$ cat src/rtl/dot_product_accumulator.sv
// Dot-product accumulator in front of an external fixed-latency multiplier; one result per vector.
// Optional build macro DOT_PRODUCT_SATURATE_EN clamps overflowing sums instead of wrapping them.
module dot_product_accumulator #(
    parameter int wordsize     = 6,
    parameter int mult_latency = 6,
    parameter int acc_extra    = 4
) (
    input  logic                                clk,
    input  logic                                reset,
    input  logic                                in_valid,
    output logic                                in_ready,
    input  logic                                in_last,
    input  logic [wordsize-1:0]                 in_1,
    input  logic [wordsize-1:0]                 in_2,
    output logic [wordsize-1:0]                 mult_in_1,
    output logic [wordsize-1:0]                 mult_in_2,
    output logic                                mult_enable,
    input  logic [2*wordsize-1:0]               mult_out,
    output logic [2*wordsize+acc_extra-1:0]     out,
    output logic                                out_overflow,
    output logic                                out_valid,
    input  logic                                out_ready
);

    localparam int accw = 2*wordsize + acc_extra;

    // Valid/ready: a pair moves on an edge with in_valid && in_ready, a result moves on an
    // edge with out_valid && out_ready; the only stall source is an unconsumed result.
    logic                    w_stall;
    logic                    w_accept;
    logic                    w_head_valid;
    logic                    w_head_last;
    logic [accw:0]           w_sum;
    logic                    w_ovf;
    logic [accw-1:0]         w_result;

    logic [mult_latency-1:0] r_tag_valid;
    logic [mult_latency-1:0] r_tag_last;
    logic [accw-1:0]         r_acc;
    logic                    r_sticky;
    logic [accw-1:0]         r_out;
    logic                    r_out_overflow;
    logic                    r_out_valid;

    assign w_stall     = r_out_valid && !out_ready;
    assign in_ready    = !w_stall;
    assign mult_enable = !w_stall;
    assign w_accept    = in_valid && !w_stall;

    assign mult_in_1 = in_valid ? in_1 : '0;
    assign mult_in_2 = in_valid ? in_2 : '0;

    assign w_head_valid = r_tag_valid[mult_latency-1];
    assign w_head_last  = r_tag_last[mult_latency-1];

    assign w_sum = {1'b0, r_acc} + {{(accw+1-2*wordsize){1'b0}}, mult_out};
    assign w_ovf = w_sum[accw];

`ifdef DOT_PRODUCT_SATURATE_EN
    assign w_result = w_ovf ? {accw{1'b1}} : w_sum[accw-1:0];
`else
    assign w_result = w_sum[accw-1:0];
`endif

    assign out          = r_out;
    assign out_overflow = r_out_overflow;
    assign out_valid    = r_out_valid;

    always_ff @(posedge clk) begin
        if (!reset) begin
            r_tag_valid    <= '0;
            r_tag_last     <= '0;
            r_acc          <= '0;
            r_sticky       <= 1'b0;
            r_out          <= '0;
            r_out_overflow <= 1'b0;
            r_out_valid    <= 1'b0;
        end else begin
            if (r_out_valid && out_ready) begin
                r_out_valid <= 1'b0;
            end
            // Tags advance in lockstep with the multiplier so the head always matches mult_out.
            if (!w_stall) begin
                r_tag_valid <= {r_tag_valid[mult_latency-2:0], w_accept};
                r_tag_last  <= {r_tag_last[mult_latency-2:0], w_accept && in_last};
                if (w_head_valid) begin
                    if (w_head_last) begin
                        r_out          <= w_result;
                        r_out_overflow <= r_sticky || w_ovf;
                        r_out_valid    <= 1'b1;
                        r_acc          <= '0;
                        r_sticky       <= 1'b0;
                    end else begin
                        r_acc    <= w_result;
                        r_sticky <= r_sticky || w_ovf;
                    end
                end
            end
        end
    end

endmodule

$ cat config.mk
export PLATFORM = sky130hd
export DESIGN_NAME = dot_product_accumulator
export DESIGN_NICKNAME = d
export VERILOG_FILES = /design/src/rtl/dot_product_accumulator.sv
export SDC_FILE = /design/constraint.sdc
export NUM_CORES = 1
export LEC_CHECK = 0
export CORE_ASPECT_RATIO = 0.5
export CORE_MARGIN = 1
export CORE_UTILIZATION = 50
export CTS_CLUSTER_SIZE = 28
export DETAILED_ROUTE_END_ITERATION = 8
export PLACE_DENSITY_LB_ADDON = 0.3
export REMOVE_ABC_BUFFERS = 1
export SETUP_SLACK_MARGIN = 0.3
export SYNTH_ARGS = -nofsm -noshare
export SYNTH_HDL_FRONTEND = slang
export SYNTH_SLANG_ARGS = --single-unit
$ cat constraint.sdc
create_clock -name clk -period 4.4 [get_ports clk]
set_input_delay 0.88 -clock clk [delete_from_list [all_inputs] [get_ports clk]]
set_output_delay 0.88 -clock clk [all_outputs]
set_load 0.1 [all_outputs]
==> results of run 1 <==
## per-stage QoR
stage	cells	worst slack, ns
finish	395	1.25
global route	395	1.07
CTS	395	1.25
detailed placement	387	1.01
global placement	387	1.06
floorplan	259	1.13
## layout by cell type, fill, tap and decap left out, types with 4 or more instances in the layout
master            n
nor2b_1          10
xor2_1            4
ha_1             12
buf_4            16
o21ai_0           5
clkdlybuf4s50_1  46
dfxtp_1          47
a22o_1            9
and3_1            4
nand2_1          42
o211ai_1          5
nand4_1           4
a21boi_0          6
clkbuf_8          5
a21oi_1          20
nor2_1            6
and2_1           15
xnor2_1           9
a22oi_1           7
nand3b_1          6
a21o_1            6
o21ai_1           5
nand3_1          11
## synth_stat cells, types with 2 or more instances
library cell,instances
o211ai_1,5
or4_1,2
buf_2,4
and2_1,15
o21ai_1,5
and3_1,4
nor2b_1,10
a22o_1,9
a21oi_1,20
a21o_1,6
nor2_1,6
a31oi_1,3
a31o_1,2
inv_1,2
nand3b_1,6
ha_1,12
dfxtp_1,47
a22oi_1,7
clkbuf_1,14
nand3_1,11
nand2_1,42
xor2_1,4
xnor2_1,9
o21ai_0,5
nand4_1,4
a21boi_0,6
## layout make-up
cell class / count / share of cell area
sequential: 47 / 0.304
timing repair buffer: 62 / 0.188
tap: 66 / 0.0267
clock inverter: 3 / 0.00648
multi-input combinational: 209 / 0.449
inverter: 3 / 0.00364
clock buffer: 5 / 0.0223
## state kept, by name (all words and copies together) (netlist names)
name and flops:
r_tag_valid 6, out_valid 1, r_tag_last 6, r_sticky 1, out 16, r_acc 16
out_overflow 1
## layer usage
layer,part of all wire,track usage,wire length [um],up-vias
li1,-,-,-,1088
met1,0.47,0.292,2550,1021
met2,0.45,0.378,2440,71
met3,0.074,0.0643,404,6
met4,0.0088,0.0604,48,0
met5,0,0,0,-
## worst min-delay path: cells and delay by family, from the launching register on
| kind | cells | cell delay (ns) |
|---|---|---|
| flip-flops | 1 | 0.32 |
| AND/OR/NAND/NOR | 1 | 0.05 |
| AO/OA/AOI/OAI | 1 | 0.05 |
## power by group through the flow
stage / sequential (uW) / clock (uW) / combinational, uW
after floorplan: 439 / 0 / 75.0
after global placement: 439 / 0 / 119
after detailed placement: 439 / 0 / 121
after CTS: 429 / 260 / 121
after global routing: 430 / 280 / 129
final: 429 / 253 / 121
## final timing paths
| kind | from | cells after the start | endpoint |
|---|---|---|---|
| worst max-delay path | out_ready | 4 | in_ready |
| worst min-delay path | out[11] | 2 | out[11] |
| worst max register to register | r_acc[0] | 8 | out[14] |
| worst min register to register | out[11] | 2 | out[11] |
## cell families after synthesis
family                     after synthesis  synth area share
and+or+nand+nor                        105             0.223
AOI/OAI and AO/OA                       78             0.233
DFF                                     47             0.389
buffers and inverters                   22            0.0377
xor gates and xnor gates                13            0.0471
adders and majority gates               13            0.0703
==> out/results.tsv, run 1 <==
metric	value	unit
dominant cell type by area after synthesis	dfxtp_1	
post-layout min period	3.15	ns
largest net degree at the start of global routing	30	
Crit path required time	3.52	ns
relative slew slack	0.343	
Clock Tree Root	clkbuf_8	
sw power	220	uW
# hold bufs at CTS	0	
clock share of power	0.315	
Comb power frac	0.151	
Initial Utilization	0.534	
crit-path leading delay family	buffers and inverters	
CP Class	input pin to output port	
DR vias	2186	
DIE AREA	5140	um2
max_cap viols	0	
Antenna diodes	0	
Pleak	0.00118	uW
Finish-stage setup viols	0	
vias per inst	5.53	
share of async-settable or async-resettable flops after synthesis	0	
Antenna Nets Post-Route	0	
DR WL/cell	13.8	um
Design Area, Final	3090	um2
Power Total	803	uW
Crit. End Element	output port	
Post-Syn Instances	278	
total area of sequential cells	941	um2
initial antenna violation count	0	
Main synth FF type	dfxtp_1	
Post-synth EDFFs	0	
run status	completed	
Slowest cell on crit path	clkdlybuf4s50_1	
DRC viols	0	
CTS tree	yes	
critical path peak fanout	16	
# resized after CTS	0	
clk sink count	47	
gpl congestion	0.854	
RSZ-0062 raised after global routing	no	
TNS Setup	0	ns
post-synth top area share	0.389	
first-pass GRT wire length	9140	um
Detailed Route WL	5440	um
period utilization	0.716	
Ys Warns	0	
CP max stage delay	0.45	ns
synthesis-stage register bit count	47	
DR iter-0 viols	84	
post-synth cell types	44	
area of the core	4530	um2
synthesized cell area	2420	um2
Port Buffers	60	
Setup Fix Bufs, Post-CTS	0	
Die X	100	um
Clock Skew	0.00486	ns
H-tree depth	2	
final hold vios	0	
clock latency on the worst-skew pair	0.29	ns
hold slack final	0.452	ns
Sw Share	0.274	
hpwl dp	3990	um
Seq/Total Area, Yosys	0.389	
drt first pass iters	4	
Area Overhead vs Synth	27.8	%
number of global-route vias before repair	1989	
top area cells in the synthesized netlist	dfxtp_1 (39%), nand2_1 (6.5%), ha_1 (6.2%), a21oi_1 (4.1%), and2_1 (3.9%)	
global-route usage over all layers	0.227	
fmax	0.317	GHz
Clock Pin Slew Worst Setup and Hold Paths	0.09	ns
Min-Delay Path Class	register to register	
Max Slew Vio Count	0	
share of layout cells above drive strength 1	0.0973	
Worst VDD drop	0.152	mV
sequential share of power	0.534	
Max Root-Sink Buffers	2	
average size of a mapped cell	8.70	um2
footprint of the multi-input gates	1390	um2
Die Y	51.2	um
WP buf/inv	3	
Core Util, Final	0.682	
Nets	370	
Slew @ Worst Pin	0.982	ns
r2r setup slk	2.03	ns
Ports	61	
worst path cell trace	clkdlybuf4s50_1 > and2b_1 > inv_2 > buf_4	
internal power	583	uW
Crit path arrival time	2.27	ns
gr ovfl total	0	
placed inst area	3000	um2
cts bufs inserted	5	
# fillers	375	
row cnt	17	
Pwr Density	260	nW/um2
Critical Path Start Type	input pin	
Power figures use the tool's default switching activity.
==> run 2: changes to the inputs <==
--- a/config.mk
+++ b/config.mk
@@ -7,7 +7,7 @@
 export LEC_CHECK = 0
 export CORE_ASPECT_RATIO = 0.5
 export CORE_MARGIN = 1
-export CORE_UTILIZATION = 50
+export CORE_UTILIZATION = 44
 export CTS_CLUSTER_SIZE = 28
 export DETAILED_ROUTE_END_ITERATION = 8
 export PLACE_DENSITY_LB_ADDON = 0.3
==> constraint.sdc (replaced) <==
create_clock -name clk -period 2.5 [get_ports clk]
set_input_delay 0.5 -clock clk [delete_from_list [all_inputs] [get_ports clk]]
set_output_delay 0.5 -clock clk [all_outputs]
set_load 0.1 [all_outputs]
==> run 2 against run 1 <==
  * Sequential power up 76%
  * Routed wire length increased by 28%
  * Non-clock buffer count is 34 higher
  * Flip-flop and latch count is the same
  * Via count rose by 9.2%
  * Largest cell class unchanged
==> out/results.tsv, run 2 (synthesis results as in run 1) <==
metric	value	unit	change
clk sink count	47		unchanged
Antenna Nets Post-Route	0		unchanged
number of global-route vias before repair	2299		was 1989
period utilization	0.873		
drt first pass iters	4		unchanged
Crit path required time	2.73	ns	was 3.52 ns
Port Buffers	60		unchanged
gpl congestion	0.862		was 0.854
Sw Share	0.277		was 0.274
reg2reg end	out[14]		unchanged
CTS tree	yes		unchanged
initial antenna violation count	0		unchanged
Finish-stage setup viols	0		unchanged
WP buf/inv	1		was 3
final hold vios	0		unchanged
Critical Path Start Type	input pin		unchanged
DR iter-0 viols	139		was 84
Slowest cell on crit path	or4_4		was clkdlybuf4s50_1
gr ovfl total	0		unchanged
Initial Utilization	0.473		was 0.534
H-tree depth	2		unchanged
clock share of power	0.319		was 0.315
Pwr Density	413	nW/um2	was 260 nW/um2
run status	completed		unchanged
Crit. End Element	register		was output port
Pleak	0.00147	uW	was 0.00118 uW
DR vias	2387		was 2186
Die Y	54.4	um	was 51.2 um
Final WS setup	0.317	ns	was 1.25 ns
r2r setup slk	0.35	ns	was 2.03 ns
vias per inst	5.51		was 5.53
sw power	424	uW	was 220 uW
hpwl dp	4550	um	was 3990 um
Clock Skew	0.00506	ns	was 0.00486 ns
hold path cells	2		unchanged
post-layout min period	2.18	ns	
sequential share of power	0.495		was 0.534
Die X	107	um	was 100 um
DRC viols	0		unchanged
Area Overhead vs Synth	53.1	%	was 27.8%
Max Slew Vio Count	0		unchanged
Max Root-Sink Buffers	2		unchanged
largest net degree at the start of global routing	21		was 30
max_cap viols	0		unchanged
Hold Path Sink	out[15]		was out[11]
Nets	404		was 370
Hold Crit Start	out[15]		was out[11]
area of the core	5110	um2	was 4530 um2
CP max stage delay	0.45	ns	about the same
pre-CTS WS	-0.361	ns	was 1.01 ns
commonest non-fill, non-tap cell in the layout	buf_4		was dfxtp_1
Detailed Route WL	6950	um	was 5440 um
RR Startpoint	r_acc[0]		unchanged
Antenna diodes	0		unchanged
internal power	1100	uW	was 583 uW
Min-Delay Path Class	register to register		unchanged
fmax	0.458	GHz	
Worst VDD drop	0.275	mV	was 0.152 mV
critical path peak fanout	4		was 16
CP Class	input pin to register		was input pin to output port
Comb power frac	0.186		was 0.151
row cnt	18		was 17
most frequent cells in the layout	buf_4 (53), dfxtp_1 (46), nand2_1 (40), clkdlybuf4s50_1 (19)		was dfxtp_1 (47), clkdlybuf4s50_1 (46), nand2_1 (42), a21oi_1 (20), buf_4 (16)
cts bufs inserted	5		unchanged
R2R depth	8		unchanged
Slew @ Worst Pin	0.682	ns	was 0.982 ns
Crit path arrival time	2.41	ns	was 2.27 ns
Post-Place Cells	416		was 387
global-route usage over all layers	0.244		was 0.227
RSZ-0062 raised after global routing	yes		was no
relative slew slack	0.545		was 0.343
crit-path leading delay family	simple AND/OR/NAND/NOR gates		was buffers and inverters
share of layout cells above drive strength 1	0.306		was 0.0973
worst path cell trace	clkdlybuf4s50_1 > ha_1 > and3_1 > nand2_1 > a21boi_1 > a41oi_2 > or4_4 > a31oi_1		was clkdlybuf4s50_1 > and2b_1 > inv_2 > buf_4
DR WL/cell	16.1	um	was 13.8 um
clock latency on the worst-skew pair	0.30	ns	was 0.29 ns
Clock Tree Root	clkbuf_8		unchanged
first-pass GRT wire length	10900	um	was 9140 um
non-filler cells, final	433		was 395
Clock Pin Slew Worst Setup and Hold Paths	0.09	ns	about the same
# fillers	349		was 375
DIE AREA	5820	um2	was 5140 um2
Ports	61		unchanged
[run 2: worst max path at each step]
| stage | startpoint | end | slack, ns | cells after the start |
|---|---|---|---|---|
| 3_5_place_dp | mult_out[0] | r_sticky | -0.36 | 10 |
| 4_1_cts | mult_out[0] | out[14] | 0.30 | 9 |
| 2_1_floorplan | out_valid | out[14] | -0.71 | 6 |
| 5_1_grt | mult_out[10] | r_acc[13] | 0.24 | 8 |
| 3_3_place_gp | mult_out[0] | r_sticky | -0.30 | 10 |
| 6_report | mult_out[10] | r_acc[13] | 0.32 | 8 |
[run 2: area by class of cell]
type,count,area [um2],area share
flip-flops and latches,47,942,0.254
well taps,70,87.6,0.0236
repair buffers,96,958,0.259
multi-input cells,209,1610,0.433
inverters,3,11.3,0.00304
clock inverters,2,16.3,0.00439
clock buffers,6,82.6,0.0223
[run 2: power by group through the flow]
stage               Clock (uW)  Sequential, uW  Combinational [uW]
global route               527             757                 298
CTS                        501             756                 277
floorplan                    0             773                 132
finish                     488             756                 285
global placement             0             773                 259
detailed placement           0             773                 262
[run 2: what timing repair did]
item,in CTS,in global routing
endpoints found under the hold margin,0,0
setup endpoints to repair,21,22
resized for setup,31,15
pin swaps,12,15
hold buffers,0,0
setup buffers,6,3
gates cloned,0,0
[run 2: worst register-to-register path, cell delays in order (launching register included)]
cell and delay [ns]:
dfxtp_2 0.34, ha_4 0.17, fa_2 0.40, a21oi_2 0.15, o21a_1 0.21, o31ai_4 0.08
a31o_4 0.27, nor4b_2 0.16, a221o_1 0.27
[run 2: stage by stage]
stage               TNS (ns)  hold WS (ns)   util  power [uW]  cell area, um2
floorplan             -17.78         0.432      -         905            2340
global placement       -2.99         0.436  0.651        1030            3330
detailed placement     -3.63         0.442  0.651        1040            3330
CTS                        0         0.455  0.709        1530            3630
global route               0         0.465  0.724        1580            3700
finish                     0         0.449  0.724        1530            3700
[run 2: per-layer routing]
metal,GRT usage,share of wire
met5,0,0
met4,0.0799,0.013
met3,0.0571,0.063
met2,0.449,0.49
met1,0.291,0.43
==> run 3: changes to the inputs <==
--- a/config.mk
+++ b/config.mk
@@ -5,9 +5,10 @@
 export SDC_FILE = /design/constraint.sdc
 export NUM_CORES = 1
 export LEC_CHECK = 0
+export CAP_MARGIN = 5
 export CORE_ASPECT_RATIO = 0.5
 export CORE_MARGIN = 1
-export CORE_UTILIZATION = 44
+export CORE_UTILIZATION = 40
 export CTS_CLUSTER_SIZE = 28
 export DETAILED_ROUTE_END_ITERATION = 8
 export PLACE_DENSITY_LB_ADDON = 0.3
==> run 3 against run 2 <==
  * The run now ends with design-rule violations left
  * Worst setup slack improved by 0.019 ns
  * Routed wire length decreased by 1.8%
  * Flip-flop and latch count unchanged
  * Clock power increased by 60%
  * Total power increased by 19%
  * Clock skew increased by 0.0033 ns
  * Cell count increased by 0.69%
  * Die area increased by 9.7%
  * Register-to-register slack about the same
  * Worst hold slack got worse by 0.0039 ns
  * Combinational power about the same
  * First-iteration DRC count decreased by 19%
  * Highest routed layer unchanged
==> out/results.tsv, run 3 (synthesis results as in run 1) <==
metric	value	unit	change
run status	finished, violations left		was completed
failing checks	design-rule violations		
gr ovfl total	0		unchanged
post-layout min period	2.16	ns	was 2.18 ns
Die X	112	um	was 107 um
most frequent cells in the layout	buf_4 (53), dfxtp_1 (46), nand2_1 (39), clkdlybuf4s50_1 (18), a21oi_1 (16)		was buf_4 (53), dfxtp_1 (46), nand2_1 (40), clkdlybuf4s50_1 (19)
Nets	404		unchanged
H-tree depth	2		unchanged
Area Overhead vs Synth	57.8	%	was 53.1%
largest net degree at the start of global routing	23		was 21
gpl congestion	0.899		was 0.862
Crit path arrival time	2.34	ns	was 2.41 ns
DR vias	2325		was 2387
Antenna diodes	0		unchanged
vias per inst	5.33		was 5.51
share of layout cells above drive strength 1	0.311		was 0.306
Slew @ Worst Pin	0.639	ns	was 0.682 ns
drt first pass iters	8		was 4
clock latency on the worst-skew pair	0.29	ns	was 0.30 ns
Hold Path Sink	out[15]		unchanged
commonest non-fill, non-tap cell in the layout	buf_4		unchanged
Clock Skew	0.00832	ns	was 0.00506 ns
Crit path required time	2.68	ns	was 2.73 ns
max_cap viols	0		unchanged
Finish-stage setup viols	0		unchanged
r2r setup slk	0.34	ns	was 0.35 ns
crit-path leading delay family	compound AO/OA/AOI/OAI gates		was simple AND/OR/NAND/NOR gates
period utilization	0.866		was 0.873
fmax	0.462	GHz	was 0.458 GHz
Antenna Nets Post-Route	0		unchanged
Critical Path Start Type	input pin		unchanged
global-route usage over all layers	0.210		was 0.244
Worst VDD drop	0.271	mV	was 0.275 mV
Max Root-Sink Buffers	2		unchanged
number of global-route vias before repair	2187		was 2299
Slowest cell on crit path	fa_2		was or4_4
Clock Tree Root	clkbuf_16		was clkbuf_8
CP Class	input pin to register		unchanged
Pwr Density	478	nW/um2	was 413 nW/um2
Ports	61		unchanged
worst path cell trace	buf_2 > ha_4 > fa_2 > a21oi_2 > o21a_1 > o31ai_4 > a31o_1 > nor4b_4 > a221o_1		was clkdlybuf4s50_1 > ha_1 > and3_1 > nand2_1 > a21boi_1 > a41oi_2 > or4_4 > a31oi_1
row cnt	19		was 18
Core Util, Final	0.675		was 0.724
Port Buffers	60		unchanged
Post-Place Cells	418		was 416
Pleak	0.00152	uW	was 0.00147 uW
initial antenna violation count	0		unchanged
# hold bufs at CTS	0		unchanged
Clock Pin Slew Worst Setup and Hold Paths	0.06	ns	was 0.09 ns
TNS Setup	0	ns	unchanged
clk sink count	47		unchanged
DR iter-0 viols	112		was 139
DR WL/cell	15.7	um	was 16.1 um
hpwl dp	4390	um	was 4550 um
RSZ-0062 raised after global routing	yes		unchanged
pre-CTS WS	-0.346	ns	was -0.361 ns
RR Startpoint	r_acc[0]		unchanged
Hold Crit Start	out[15]		unchanged
relative slew slack	0.574		was 0.545
DIE AREA	6380	um2	was 5820 um2
Final WS setup	0.336	ns	was 0.317 ns
first-pass GRT wire length	10500	um	was 10900 um
hold slack final	0.445	ns	was 0.449 ns
critical path peak fanout	3		was 4
Min-Delay Path Class	register to register		unchanged
non-filler cells, final	436		was 433
area of the core	5660	um2	was 5110 um2
Max Slew Vio Count	0		unchanged
final hold vios	0		unchanged
R2R depth	8		unchanged
cts bufs inserted	5		unchanged
CTS tree	yes		unchanged
CP max stage delay	0.39	ns	was 0.45 ns
Initial Utilization	0.428		was 0.473
Crit. End Element	register		unchanged
WP buf/inv	1		unchanged
Die Y	57	um	was 54.4 um
reg2reg end	out[14]		unchanged
hold path cells	2		unchanged
Detailed Route WL	6830	um	was 6950 um
DRC viols	7		was 0
run 3: routing by layer:
metal / GRT usage / part of all wire
met2: 0.360 / 0.48
met5: 0 / 0
met1: 0.272 / 0.46
met4: 0.0514 / 0.0022
met3: 0.0489 / 0.056
run 3: worst max path at each step:
stage	from	endpoint	cells past startpoint
after detailed placement	mult_out[0]	r_acc[14]	10
final	mult_out[0]	out[14]	9
after floorplan	out_valid	out[14]	6
after CTS	mult_out[0]	out[14]	9
after global routing	mult_out[10]	r_acc[13]	8
after global placement	mult_out[0]	r_sticky	10
run 3: final cells by class:
class | count | area, um2
Fill cell | 423 | 1840
Multi-Input combinational cell | 209 | 1640
Timing Repair Buffer | 96 | 960
Sequential cell | 47 | 942
Clock buffer | 6 | 139
Tap cell | 73 | 91.3
Clock inverter | 2 | 35.0
Inverter | 3 | 11.3
run 3: where the power goes:
group / internal [uW] / switching [uW]
Sequential: 754 / 3.11
Combinational: 129 / 159
Clock: 497 / 282
run 3: per-stage QoR:
| step | total power [uW] | cell area [um2] |
|---|---|---|
| 2_1_floorplan | 905 | 2340 |
| 3_3_place_gp | 1030 | 3320 |
| 3_5_place_dp | 1040 | 3320 |
| 4_1_cts | 1820 | 3710 |
| 5_1_grt | 1880 | 3820 |
| 6_report | 1820 | 3820 |
run 3: worst register-to-register path, stage by stage, from the launching register on:
cell	delay (ns)
dfxtp_2	0.33
ha_4	0.17
fa_2	0.39
a21oi_2	0.20
o21a_1	0.20
o31ai_4	0.07
a31o_1	0.28
nor4b_4	0.16
a221o_1	0.26
run 3: timing repair:
item / 4_1_cts / 5_1_grt
pin swaps: 14 / 20
resized for setup: 34 / 22
setup endpoints to repair: 23 / 14
hold endpoints to repair: 0 / 0
setup buffers: 8 / 2
